### src/rtl/mux_pipe_reg.sv
// Channel-select mux feeding a DEPTH-stage register pipeline with hold, load,
// shift and rotate modes, plus a saturating count of valid stages.
module mux_pipe_reg #(
  parameter int WIDTH = 4,
  parameter int NCH   = 4,
  parameter int DEPTH = 4,
  parameter int SELW  = (NCH > 1) ? $clog2(NCH) : 1,
  parameter int CNTW  = $clog2(DEPTH + 1)
) (
  input  logic                   clk,
  input  logic                   rst,
  input  logic [NCH*WIDTH-1:0]   din,
  input  logic [SELW-1:0]        sel,
  input  logic [1:0]             mode,
  input  logic                   en,
  output logic [WIDTH-1:0]       q,
  output logic [DEPTH*WIDTH-1:0] taps,
  output logic [CNTW-1:0]        fill,
  output logic                   full
);

  typedef enum logic [1:0] {
    MODE_HOLD   = 2'b00,
    MODE_LOAD   = 2'b01,
    MODE_SHIFT  = 2'b10,
    MODE_ROTATE = 2'b11
  } mode_t;

  logic [WIDTH-1:0] r_stage [DEPTH];
  logic [CNTW-1:0]  r_fill;
  logic [WIDTH-1:0] w_mux;
  logic             w_full;
  mode_t            w_mode;

  assign w_mode = mode_t'(mode);
  assign w_full = (r_fill == CNTW'(DEPTH));

  // Out-of-range selects fall through to zero instead of wrapping.
  always_comb begin
    w_mux = '0;
    for (int c = 0; c < NCH; c++) begin
      if (sel == SELW'(c)) begin
        w_mux = din[c*WIDTH +: WIDTH];
      end
    end
  end

  always_ff @(posedge clk) begin
    if (rst) begin
      for (int i = 0; i < DEPTH; i++) begin
        r_stage[i] <= '0;
      end
      r_fill <= '0;
    end else if (en) begin
      case (w_mode)
        MODE_LOAD: begin
          r_stage[0] <= w_mux;
          if (r_fill == '0) begin
            r_fill <= CNTW'(1);
          end
        end
        MODE_SHIFT: begin
          r_stage[0] <= w_mux;
          for (int i = 1; i < DEPTH; i++) begin
            r_stage[i] <= r_stage[i-1];
          end
          if (!w_full) begin
            r_fill <= r_fill + CNTW'(1);
          end
        end
        MODE_ROTATE: begin
          r_stage[0] <= r_stage[DEPTH-1];
          for (int i = 1; i < DEPTH; i++) begin
            r_stage[i] <= r_stage[i-1];
          end
        end
        default: begin
        end
      endcase
    end
  end

  for (genvar g = 0; g < DEPTH; g++) begin : g_taps
    assign taps[g*WIDTH +: WIDTH] = r_stage[g];
  end

  assign q    = r_stage[DEPTH-1];
  assign fill = r_fill;
  assign full = w_full;

endmodule

### config.mk
export PLATFORM = sky130hd
export DESIGN_NAME = mux_pipe_reg
export DESIGN_NICKNAME = d
export VERILOG_FILES = /design/src/rtl/mux_pipe_reg.sv
export SDC_FILE = /design/constraint.sdc
export NUM_CORES = 1
export LEC_CHECK = 0
export ABC_AREA = 1
export CAP_MARGIN = 5
export CORE_MARGIN = 3
export CORE_UTILIZATION = 28
export DETAILED_ROUTE_END_ITERATION = 7
export DONT_BUFFER_PORTS = 1
export PLACE_DENSITY = 0.39
export SLEW_MARGIN = 20
export SYNTH_ARGS = -nofsm -noshare
export SYNTH_HDL_FRONTEND = slang
export SYNTH_SLANG_ARGS = --single-unit
### constraint.sdc
create_clock -name clk -period 2.92 [get_ports clk]
set_input_delay 0 -clock clk [delete_from_list [all_inputs] [get_ports clk]]
set_output_delay 0 -clock clk [all_outputs]
set_load 0.005 [all_outputs]
## Word level (Yosys, flattened, before mapping)

Memory sizes are Yosys's and may differ from the RTL's.
Index checks and enable logic that the tools add are counted.
W data, S select, Z words.

| cells by class | value |
|---|---|
| $add $sub $neg | 1 |
| $mul | 0 |
| divide/modulo/power cells | 0 |
| order comparisons | 0 |
| eq/ne operators | 9 |
| shift-type cells | 0 |
| muxes and demuxes | 30 |
| bitwise logic cells | 9 |
| reduce and logical (&&, ||, !) cells | 4 |

Operator list:

| cell | number |
|---|---|
| $mux W4 | 13 |
| $mux W1 | 14 |
| $or A1 B1 Y1 | 9 |
| $eq A2 B2 Y1 const B | 4 |
| $mux W3 | 2 |
| $pmux W3 S2 | 1 |
| $eq A2 B1 Y1 const B | 2 |
| $ne A2 B2 Y1 const B | 2 |
| $reduce_and A4 Y1 | 1 |
| $add A3 B1 Y3 const B | 1 |
| $eq A3 B3 Y1 const B | 1 |
| $logic_not A3 Y1 | 1 |
| $logic_not A2 Y1 | 1 |
| $reduce_bool A2 Y1 | 1 |

| storage, ports and cells | value |
|---|---|
| register bits | 3 |
| latch bits | 0 |
| RAM bits | 16 |
| memory bits (read-only) | 0 |
| input port bits | 23 |
| output and inout bits | 24 |
| logic and storage cells | 55 |
| memories | 1 |

Memories:

| name | words | width | read ports | clocked after memory_dff | write ports | line | source |
|---|---|---|---|---|---|---|---|
| r_stage | 4 | 4 | 4 | 0 | 4 | 29 | `logic [WIDTH-1:0] r_stage [DEPTH];` |

## Logic depth before layout (Yosys ltp)

| logic depth | value |
|---|---|
| word-level depth | 8 |
| depth in mapped cells | 10 |
| gate-level depth less buffers | 10 |

## Least setup slack after synthesis

Ideal clock, no wire load.

| path | value |
|---|---|
| path kind | reg2reg |
| start point | register r_fill[0] (netlist: fill[0]) |
| end point | register r_fill[1] (netlist: fill[1]) |
| setup time | 0.064 ns |
| data arrival time | 1.112 ns |
| required time | 2.856 ns |
| setup slack | 1.744 ns |
| stages on the path, launching flop included | 10 |
| buffers on the path | 0 |
| period minus slack after synthesis | 1.176 ns |
| cell sequence | dfxtp_1 -> inv_1 -> ha_1 -> nand2_1 -> nor2_2 -> nor2_2 -> nand2_2 -> nand2_1 -> nand2_1 -> nor2_1 |

| on the way | value |
|---|---|
| cells in the longest elaborated chain, start to end | 3 |
| elaborated cells on any way between the ends | 8 |
| classes of those cells | 1 x add/sub; 3 x eq/ne; 2 x mux; 2 x reduce/logical |

RTL lines:

| item | line | source |
|---|---|---|
| start, declared | 30 | `logic [CNTW-1:0] r_fill;` |
| start signal, assigned | 68 | `r_fill <= r_fill + CNTW'(1);` |
| $add A3 B1 Y3 (tied with other cells) | 68 |  |
| $mux W3 / $ne A2 B2 Y1 (equally long branches) | n/a |  |
| $pmux W3 S2 / $reduce_and A4 Y1 (equally long branches) | n/a |  |

Parallel ways exist; a longest one is shown, timed or not. The select of a mux whose other input is x is not followed.
A chain may end at the register's enable or synchronous reset.

## Final worst setup path

Ends and elaborated chain as after synthesis.

==> impl_metrics.env <==
export IMPL_status="completed"
export IMPL_fin_ws_ns=1.61
export IMPL_gr_usage_all_layers=0.106
export IMPL_p_leak_nw=0.536
export IMPL_skew_ns=0.000820
export IMPL_cts_tree="built"
export IMPL_fin_hold_ws_ns=0.0157
export IMPL_cp_max_fo=4
export IMPL_power_switching_mw=0.130
export IMPL_die_height_um=67.6
export IMPL_slew_violations=0
export IMPL_wl_per_cell_um=12.4
export IMPL_wl_um=2280
export IMPL_root_buffer="clkbuf_8"
export IMPL_power_density_nw_per_um2=484
export IMPL_port_buffers=0
export IMPL_drc=0
export IMPL_synth_nets=160
export IMPL_dp_hpwl_um=1930
export IMPL_synth_cell_type_count=18
export IMPL_yosysSeqAreaShare=0.509
export IMPL_cts_made_buffers=3
export IMPL_ios=47
export IMPL_place_area_um2=1090
export IMPL_cp_arrival_ns=1.49
export IMPL_gp_congestion=0.843
export IMPL_die_area_um2=4560
export IMPL_final_area_um2=1150
export IMPL_hold_viol=0
export IMPL_antenna_cells=0
export IMPL_relSlewSlack=0.653
export IMPL_drive_gt1_frac=0.0803
export IMPL_maxCapViolCount=0
export IMPL_clock_sinks=19
export IMPL_critPathBufInv=1
export IMPL_grt_overflow=0
export IMPL_dpl_worst_slack_ns=1.62
export IMPL_syn_avg_cell_area_um2=7.86
export IMPL_grt_max_degree=11
export IMPL_yosys_warnings=0
export IMPL_initial_utilization=0.304
export IMPL_p_comb_frac=0.100
export IMPL_drtPass1Iterations=4
export IMPL_fin_crit_ns=1.31
export IMPL_core_region_area_um2=3490
export IMPL_setup_viol=0
export IMPL_dieWidth_um=67.6
export IMPL_clk_insertion_delay_late_ns=0.24
export IMPL_hold_path_class="in -> reg"
export IMPL_vdd_drop_max_uv=136
export IMPL_cts_buffer_depth=2
export IMPL_criticalPathCategory="reg -> reg"
export IMPL_synthToLayoutAreaGrowth_pct=8.73
export IMPL_grt_first_pass_wirelength_um=3600
export IMPL_rsz0062_at_grt="no"
export IMPL_grt_pass1_vias=830
export IMPL_antenna_left=0
export IMPL_cpMostUsedCell="nand2_1"
export IMPL_ys_seq_elements=19
export IMPL_p_int_mw=0.429
export IMPL_fillers=385
export IMPL_crit_path_end_kind="flip-flop"
export IMPL_worst_ep_required_time_ns=3.11
export IMPL_drtIter0Drc=19
export IMPL_worstMarginPinSlew_ns=0.517
export IMPL_cp_start_kind="flip-flop"
export IMPL_htree_levels=1
export IMPL_crit_family="simple AND/OR/NAND/NOR gates"
export IMPL_max_stage_delay_ns=0.40
export IMPL_syn_area_um2=1060
export IMPL_final_nets=163
export IMPL_path_cells="inv_1 -> ha_1 -> nand2_1 -> nor2_2 -> nor2_2 -> nand2_2 -> nand2_1 -> nand2_1 -> nor2_1"
export IMPL_clk_pin_slew_worst_paths_ns=0.06
export IMPL_route_vias_total=811
export IMPL_final_seq_area_um2=541
export IMPL_total_power_mw=0.559
export IMPL_syn_inst=135
export IMPL_tns_ns=0
export IMPL_p_clk_frac=0.311
export IMPL_multi_input_area_um2=393
export IMPL_vias_per_cell=4.43
export IMPL_antenna_found_initial=0
export IMPL_seq_power_share=0.589
export IMPL_postCtsSetupBuffers=0
export IMPL_rows=21
export IMPL_switching_share=0.233
export IMPL_fin_crit_sh=0.447
export IMPL_fmax_ghz=0.766
export IMPL_slowest_stage="dfxtp_1"
[cells by family after synthesis]
family                   count (synthesis)  share of synthesized area
adder cells (fa/ha/maj)                  2                     0.0236
AO/OA/AOI/OAI                           11                     0.0554
flip-flops                              19                      0.509
buffers and inverters                   30                      0.120
AND/OR/NAND/NOR                         73                      0.291
[worst register-to-register path, cell delays in order, from the launching register on]
cell and delay [ns]:
dfxtp_1 0.40, inv_1 0.08, ha_1 0.21, nand2_1 0.13
nor2_2 0.06, nor2_2 0.13, nand2_2 0.08, nand2_1 0.06
nand2_1 0.04, nor2_1 0.07
[cells in the mapped netlist]
master	number	area [µm²]
or2_0	1	6.26
o21ai_0	7	35.0
edfxtp_1	16	480
nand3_1	9	45.0
o21ai_1	1	5.00
nor2_1	21	78.8
dfxtp_1	3	60.1
inv_2	1	3.75
o21ai_2	1	8.76
inv_1	25	93.8
nand2_2	3	18.8
ha_1	2	25.0
nand4_1	1	6.26
nand3b_1	1	7.51
nand2_1	34	128
nor2_2	3	18.8
buf_4	4	30.0
a21oi_1	2	10.0
[cell type report]
type | count | share of cell area
Tap cell | 46 | 0.0499
Multi-Input combinational cell | 86 | 0.341
Sequential cell | 19 | 0.469
Inverter | 26 | 0.0846
Clock buffer | 4 | 0.0390
Timing Repair Buffer | 2 | 0.0174
[power by group through the flow]
stage | Clock (mW) | Sequential [mW] | Combinational (mW)
after CTS | 0.183 | 0.330 | 0.0570
after global placement | 0 | 0.336 | 0.0539
after global routing | 0.194 | 0.332 | 0.0662
after floorplan | 0 | 0.329 | 0.0487
final | 0.174 | 0.329 | 0.0559
after detailed placement | 0 | 0.336 | 0.0541
[routing by layer]
metal  part of all wire  GRT usage
met4             0.0083     0.0380
met1               0.44      0.136
met2               0.45      0.162
met3              0.098     0.0383
met5                  0          0
[stage by stage]
step                      instances   util
final                           183  0.330
after global placement          177  0.311
after CTS                       183  0.330
after global routing            183  0.330
after floorplan                 135      -
after detailed placement        177  0.311
[state kept, by name, summed over array words and instances (netlist names)]
signal / flops
r_stage: 16
fill: 3
[what timing repair did]
action | in CTS | in global routing
endpoints found under the hold margin | 3 | 0
resized for setup | 0 | 0
hold buffers | 2 | 0
[final timing paths]
path / start / endpoint / slack [ns] / cells past startpoint
worst min register to register: fill[0] / fill[0] / 0.55 / 2
worst max-delay path: fill[0] / fill[1] / 1.61 / 9
worst max register to register: fill[0] / fill[1] / 1.61 / 9
worst min-delay path: en / fill[0] / 0.02 / 4
[cells in the final DEF (no fill, tap or decap)]
master         Yosys  final
a21oi_1            2      2
clkbuf_1           0      1
clkbuf_8           0      3
dfxtp_1            3      3
dlygate4sd3_1      0      2
edfxtp_1          16     16
ha_1               2      2
inv_1             25     25
inv_2              1      1
nand2_1           34     34
nand2_2            3      3
nand3_1            9      9
nand3b_1           1      1
nand4_1            1      1
nor2_1            21     21
nor2_2             3      3
o21ai_0            7      7
o21ai_1            1      1
o21ai_2            1      1
or2_0              1      1
Power figures use the tool's default switching activity.
